==> src/rtl/activation_stream.sv <==
`default_nettype none
// ============================================================================
// Module      : activation_stream
// Description : Two-stage valid/ready pipeline applying a per-beat activation
//               (pass / ReLU / leaky ReLU / clipped ReLU) to N signed lanes.
// Revision    : 1.0 - initial release
// ============================================================================
module activation_stream #(
  parameter int WIDTH      = 16,
  parameter int N          = 4,
  parameter int LEAK_SHIFT = 3
) (
  input  logic                     clk,
  input  logic                     rst,
  input  logic                     in_valid,
  output logic                     in_ready,
  input  logic [1:0]               in_mode,
  input  logic [WIDTH-1:0]         in_clip,
  input  logic [N*WIDTH-1:0]       in_vec,
  output logic                     out_valid,
  input  logic                     out_ready,
  output logic [N*WIDTH-1:0]       out_vec,
  output logic [$clog2(N+1)-1:0]   out_zeros
);

  localparam int c_zero_w = $clog2(N+1);

  logic                    s1_valid_q, s1_valid_d;
  logic [N*WIDTH-1:0]      s1_vec_q,   s1_vec_d;
  logic [1:0]              s1_mode_q,  s1_mode_d;
  logic [WIDTH-1:0]        s1_clip_q,  s1_clip_d;
  logic                    s2_valid_q, s2_valid_d;
  logic [N*WIDTH-1:0]      s2_vec_q,   s2_vec_d;
  logic [c_zero_w-1:0]     s2_zeros_q, s2_zeros_d;

  logic                    w_s1_load;
  logic                    w_s2_load;
  logic signed [WIDTH-1:0] w_clip_pos;
  logic [N*WIDTH-1:0]      w_act_vec;
  logic [N-1:0]            w_lane_zero;
  logic [c_zero_w-1:0]     w_zero_cnt;

  // A negative clip bound collapses to 0, so clip mode then zeroes every lane.
  assign w_clip_pos = s1_clip_q[WIDTH-1] ? '0 : s1_clip_q;

  for (genvar i = 0; i < N; i++) begin : g_lane
    logic signed [WIDTH-1:0] w_x;
    logic signed [WIDTH-1:0] w_y;

    assign w_x = s1_vec_q[i*WIDTH +: WIDTH];

    always_comb begin
      w_y = w_x;
      case (s1_mode_q)
        2'd0:    w_y = w_x;
        2'd1:    w_y = w_x[WIDTH-1] ? '0 : w_x;
        2'd2:    w_y = w_x[WIDTH-1] ? (w_x >>> LEAK_SHIFT) : w_x;
        default: begin
          if (w_x[WIDTH-1])
            w_y = '0;
          else if (w_x > w_clip_pos)
            w_y = w_clip_pos;
          else
            w_y = w_x;
        end
      endcase
    end

    assign w_act_vec[i*WIDTH +: WIDTH] = w_y;
    assign w_lane_zero[i]              = (w_y == '0);
  end

  always_comb begin
    w_zero_cnt = '0;
    for (int i = 0; i < N; i++)
      w_zero_cnt = w_zero_cnt + c_zero_w'(w_lane_zero[i]);
  end

  always_comb begin
    w_s2_load  = !s2_valid_q || out_ready;
    w_s1_load  = !s1_valid_q || w_s2_load;

    s1_valid_d = s1_valid_q;
    s1_vec_d   = s1_vec_q;
    s1_mode_d  = s1_mode_q;
    s1_clip_d  = s1_clip_q;
    s2_valid_d = s2_valid_q;
    s2_vec_d   = s2_vec_q;
    s2_zeros_d = s2_zeros_q;

    // Payload registers only move with a real beat; bubbles leave them untouched.
    if (w_s1_load) begin
      s1_valid_d = in_valid;
      if (in_valid) begin
        s1_vec_d  = in_vec;
        s1_mode_d = in_mode;
        s1_clip_d = in_clip;
      end
    end

    if (w_s2_load) begin
      s2_valid_d = s1_valid_q;
      if (s1_valid_q) begin
        s2_vec_d   = w_act_vec;
        s2_zeros_d = w_zero_cnt;
      end
    end
  end

  always_ff @(posedge clk) begin
    if (rst) begin
      s1_valid_q <= 1'b0;
      s1_vec_q   <= '0;
      s1_mode_q  <= '0;
      s1_clip_q  <= '0;
      s2_valid_q <= 1'b0;
      s2_vec_q   <= '0;
      s2_zeros_q <= '0;
    end else begin
      s1_valid_q <= s1_valid_d;
      s1_vec_q   <= s1_vec_d;
      s1_mode_q  <= s1_mode_d;
      s1_clip_q  <= s1_clip_d;
      s2_valid_q <= s2_valid_d;
      s2_vec_q   <= s2_vec_d;
      s2_zeros_q <= s2_zeros_d;
    end
  end

  assign in_ready  = w_s1_load;
  assign out_valid = s2_valid_q;
  assign out_vec   = s2_vec_q;
  assign out_zeros = s2_zeros_q;

endmodule
`default_nettype wire

==> config.mk <==
export PLATFORM = sky130hd
export DESIGN_NAME = activation_stream
export DESIGN_NICKNAME = d
export VERILOG_FILES = /design/src/rtl/activation_stream.sv
export SDC_FILE = /design/constraint.sdc
export NUM_CORES = 1
export LEC_CHECK = 0
export ABC_AREA = 1
export ABC_CLOCK_PERIOD_IN_PS = 4800
export CELL_PAD_IN_SITES_DETAIL_PLACEMENT = 0
export CELL_PAD_IN_SITES_GLOBAL_PLACEMENT = 1
export CORE_UTILIZATION = 38
export CTS_CLUSTER_SIZE = 16
export DETAILED_ROUTE_END_ITERATION = 8
export HOLD_SLACK_MARGIN = 0.15
export PLACE_DENSITY_LB_ADDON = 0.1
export SLEW_MARGIN = 20
export SYNTH_ARGS = -nofsm -noshare
export SYNTH_HDL_FRONTEND = slang
export SYNTH_SLANG_ARGS = --single-unit
==> constraint.sdc <==
create_clock -name clk -period 4.8 [get_ports clk]
set_input_delay 0.72 -clock clk [delete_from_list [all_inputs] [get_ports clk]]
set_output_delay 0.72 -clock clk [all_outputs]
set_load 0.01 [all_outputs]
* Word level (Yosys, flattened, before mapping)
Index checks and enable logic that the tools add are counted.
** Storage, ports and cells
- Output and inout bits :: 69
- Input bits :: 86
- Flip-flop bits (word level) :: 151
- Word-level logic and storage cells :: 48
** Cells by class
- Mux-type cells :: 21
- Order comparisons :: 4
- Eq/ne operators :: 2
- Reductions and logical operators :: 11
- Add/sub/neg operators :: 3
** Operators with widths (number)
- 15-bit two-way mux :: 13
- 16-bit case mux with 3 select lines :: 4
- 16-bit > comparator :: 4
- 16-bit zero test :: 4
- 16-bit two-way mux :: 4
- 2-bit AND reduction :: 2
- 2-bit by 1-bit adder with 3-bit output :: 1
- 3-bit by 1-bit adder with 3-bit output :: 1
- 1-bit by 1-bit adder with 2-bit output :: 1
- 2-bit by 1-bit == test with 1-bit output (second input constant) :: 1
- 2-bit == test (second input constant) :: 1
- 1-bit zero test :: 2
- 2-bit zero test :: 1
- 1-bit logical OR :: 2

* Logic depth before layout (Yosys ltp)
- Depth after elaboration :: 9
- Gate-level depth with buffers :: 28
- Depth with buffers taken out :: 26

* Worst setup path before layout
OpenSTA, ideal clock, no wires.
- Path kind :: register -> register
- Start point :: reg s1_clip_q[15]
- End point :: reg s2_zeros_q[1] (netlist: out_zeros[1])
- Stages on the path, launching flop included :: 25
- Data required time :: 4.684 ns
- Clock period less this slack :: 3.737 ns
- Library setup time :: 0.116 ns
- Path slack :: 1.063 ns
- Arrival time :: 3.621 ns
- Path through :: dfxtp_1 -> inv_1 -> clkbuf_1 -> nand2_1 -> ha_1 -> inv_1 -> nor2_1 -> nand3_1 -> nor4_1 -> nand2_1 -> nand2_1 -> buf_2 -> nand3_1 -> nand3_1 -> nand2_1 -> nor2_1 -> nand2_1 -> nor2_1 -> nand2_1 -> fa_1 -> inv_1 -> ha_1 -> ha_1 -> o21ai_0 -> nor2_1
** On the way
- Word-level cells in the longest chain between the ends :: 9
- Elaborated cells between the ends (all ways) :: 24
** Ends and longest elaborated chain
- start: declaration :: RTL line 31 : logic [WIDTH-1:0] s1_clip_q, s1_clip_d;
- start signal: assignment :: RTL line 123 : s1_clip_q <= s1_clip_d;
- 15-bit two-way mux * :: RTL line 44 : assign w_clip_pos = s1_clip_q[WIDTH-1] ? '0 : s1_clip_q;
- 16-bit > comparator :: RTL line 61 : else if (w_x > w_clip_pos)
- 15-bit two-way mux :: RTL line 61
- 15-bit two-way mux :: RTL line 59 : if (w_x[WIDTH-1])
- 16-bit case mux with 3 select lines :: RTL line 54 : case (s1_mode_q)
- 16-bit zero test :: RTL line 70 : assign w_lane_zero[i] = (w_y == '0);
- 1-bit by 1-bit adder with 2-bit output :: RTL line 76 : w_zero_cnt = w_zero_cnt + c_zero_w'(w_lane_zero[i]);
- 2-bit by 1-bit adder with 3-bit output :: RTL line 76
- 3-bit by 1-bit adder with 3-bit output * :: RTL line 76
- named net w_zero_cnt[1] :: RTL line 41 : logic [c_zero_w-1:0] w_zero_cnt;
- end signal: assignment :: RTL line 126 : s2_zeros_q <= s2_zeros_d;
- end: declaration :: RTL line 34 : logic [c_zero_w-1:0] s2_zeros_q, s2_zeros_d;
The timed path passes the listed nets; every way through them passes the cells marked *.
A chain may end at the register's enable or synchronous reset.

* Worst setup path after layout
Same ends and word-level chain as after synthesis.

==> results.toml <==
[status]
status = "finished clean"

[floorplan]
die_h_um = 156
start_util = 0.386
die_w_um = 156
rows = 56
core_um2 = 23400
io_pins = 155
dieArea_um2 = 24400

[power_and_ir_drop]
ir_worst_vdd_v = 0.000210
power.leakage_nw = 5.29
p_per_area_nw_per_um2 = 330
power.total_mw = 3.81

[global_route]
grt_pass1_vias = 8942
antenna_found_initial = 0
grt_overflow = 0
grt_max_degree = 104
grt_pass1_wl_um = 50300
grt_use_total = 0.270

[route]
antenna_left = 0
detail_route.wirelength_um = 32300
remaining_drc_errors = 0
viasPerCell = 5.27
vias = 9557
drt_iter0_markers = 590
detail_route.wl_per_cell_um = 17.8
first_pass_iters = 5

[placement]
dpl.hpwl_um = 23700
io_buffers = 154
place.gp.congestion = 0.962

[clock_tree]
clkSlewWorstSetupHoldPaths_ns = 0.06
clock_latency_ns = 0.44
h-tree-depth = 4
cts_buffers = 17
cts_buffer_depth = 2
cts.sinks = 151
hold_buffers = 0
cts_root_buffer = "clkbuf_16"
cts_tree = "yes"

[critical_path]
crit_required_ns = 5.14
start_kind = "flop"
crit_buf_inv = 2
crit_type = "reg -> reg"
path_common_cell = "nor2_1"
arrival_ns = 4.76
cp_slowest_stage_delay_ns = 0.50
crit_path_cell_trace = "clkinvlp_4, nand2_1, ha_1, nand4_1, nor2_1, nand3_1, nor2_1, nor2_2, nand2_1, nor2_1, o21ai_0, nor2_1, nand2_1, nor2_1, nand2_1, fa_1, inv_1, ha_1, ha_1, o21ai_0, nor2_1"
cp_max_fo = 16
critPathCaptureType = "flop"
crit_family = "simple AND/OR/NAND/NOR gates"
slowest_stage = "fa_1"

[sta]
period_minus_slack_ns = 4.43
hold_viol = 0
rsz0062_at_grt = "no"
setup_viol = 0
fin_crit_sh = 0.922
drv_slew = 0
holdWs_ns = 0.465
tns_ns = 0
tightest_slew_ns = 1.07
finClkSkew_ns = 0.0104
relSlewSlack = 0.279
max_freq_ghz = 0.226

[synth]
synth_cells = 1350
yosysWarnings = 0
synth_top_area_share = 0.335
synth_seq_cells = 151
netlist_area_um2 = 9030
yosysTopAreaCell = "dfxtp_1"
yosysUniqueCellTypes = 33
avgSynthCellArea_um2 = 6.69
yosysSeqAreaShare = 0.335
syn-num-nets = 1499
synth.area.top_cells = "dfxtp_1, nor2_1, o21ai_0, ha_1, nand2_1"

[layout]
layout-drive-gt1-share = 0.0615
syn_to_final_growth_pct = 27.8
nets = 1632
antenna_cells = 0

[min_path]
hp-class = "reg -> reg"

[job]
maxCapViolations = 0
[state kept, by name (all words and copies together), names as in the netlist]
name / count
out_vec: 64
s1_vec_q: 64
s1_clip_q: 16
out_zeros: 3
s1_mode_q: 2
out_valid: 1
s1_valid_q: 1
[worst register-to-register path: stages, from the launching register on]
cell        delay [ns]
dfxtp_1           0.35
clkinvlp_4        0.28
nand2_1           0.41
ha_1              0.34
nand4_1           0.13
nor2_1            0.06
nand3_1           0.10
nor2_1            0.06
nor2_2            0.29
nand2_1           0.25
nor2_1            0.14
o21ai_0           0.19
nor2_1            0.15
nand2_1           0.06
nor2_1            0.18
nand2_1           0.12
fa_1              0.50
inv_1             0.05
ha_1              0.19
ha_1              0.26
o21ai_0           0.15
nor2_1            0.05
[per-stage QoR]
step | instances | cell area [um^2] | utilization | worst slack (ns)
floorplan | 1350 | 9030 | - | 1.06
global placement | 1783 | 10900 | 0.467 | 0.146
detailed placement | 1783 | 10900 | 0.467 | 0.156
CTS | 1814 | 11500 | 0.493 | 0.110
global route | 1814 | 11500 | 0.493 | 0.0961
finish | 1814 | 11500 | 0.493 | 0.375
[cells in the mapped netlist, drive strengths merged]
library cell and n:
fa 1, nand4 25, nand2 190, nand3b 1, o211ai 15, ha 62
a21oi 93, inv 142, a21o 1, nor4 1, nor3 3, nand3 90
a32oi 48, o21a 3, a31oi 3, dfxtp 151, buf 22, o21ai 187
nor2 252, clkbuf 60
[cell usage in the layout, fill, tap and decap left out]
master           synthesis  layout
a21o_1                   1       1
a21oi_1                 92      92
a21oi_2                  1       1
a31oi_1                  2       2
a31oi_2                  1       1
a32oi_1                 48      48
buf_2                   11       1
buf_4                    1      42
bufinv_16                0       2
clkbuf_1                60       1
clkbuf_16                0      17
clkbuf_8                 0       3
clkdlybuf4s50_1          0     153
clkinv_2                 0       3
clkinvlp_4               0       3
dfxtp_1                151     151
fa_1                     1       1
ha_1                    62      62
inv_1                  139     137
inv_2                    2       3
inv_4                    1       1
inv_6                    0       3
nand2_1                186     184
nand2_2                  3       4
nand2_4                  1       2
nand3_1                 88      88
nand3_2                  2       2
nand3b_1                 1       1
nand4_1                 25      25
nor2_1                 251     249
nor2_2                   1       3
nor3_1                   2       2
nor3_4                   1       1
nor4_1                   1       1
o211ai_1                15      15
o21a_1                   3       3
o21ai_0                180     179
o21ai_1                  7       8
[repair_timing]
item                       CTS  global route
buffers inserted             0             0
hold endpoints to repair     0             0
setup endpoints to repair    0             3
resized for setup            0             3
[layer usage]
metal	routed length, um	part of all wire	global-route usage
met1	14300	0.44	0.341
met2	15300	0.47	0.456
met3	1590	0.049	0.0422
met4	1120	0.035	0.114
met5	0	0	0
[logic make-up after synthesis]
kind of cell,Yosys count,synth area share
adder cells (fa/ha/maj),63,0.0881
AO/OA/AOI/OAI,350,0.221
flip-flops,151,0.335
buffers and inverters,224,0.0978
AND/OR/NAND/NOR,562,0.258
[report_power, final]
part,switching [mW],internal (mW),leakage (nW),total [mW]
Sequential,0.0926,1.35,1.25,1.44
Clock,0.572,0.806,0.286,1.38
Combinational,0.592,0.402,3.75,0.994
[cell type report]
class,instances,area (um^2)
Clock inverter,10,116
Tap cell,319,399
Fill cell,2531,11900
Sequential cell,151,3020
Multi-Input combinational cell,975,5140
Clock buffer,21,470
Timing Repair Buffer,196,1850
Inverter,142,539
[final timing paths]
| path | from | end | slack, ns | depth (start not counted) |
|---|---|---|---|---|
| hold / removal | out_vec[63] | out_vec[63] | 0.47 | 2 |
| hold reg to reg | out_vec[63] | out_vec[63] | 0.47 | 2 |
| setup / recovery | s1_clip_q[15] | out_zeros[1] | 0.37 | 21 |
| setup reg to reg | s1_clip_q[15] | out_zeros[1] | 0.37 | 21 |
(Power assumes the default switching activity.)
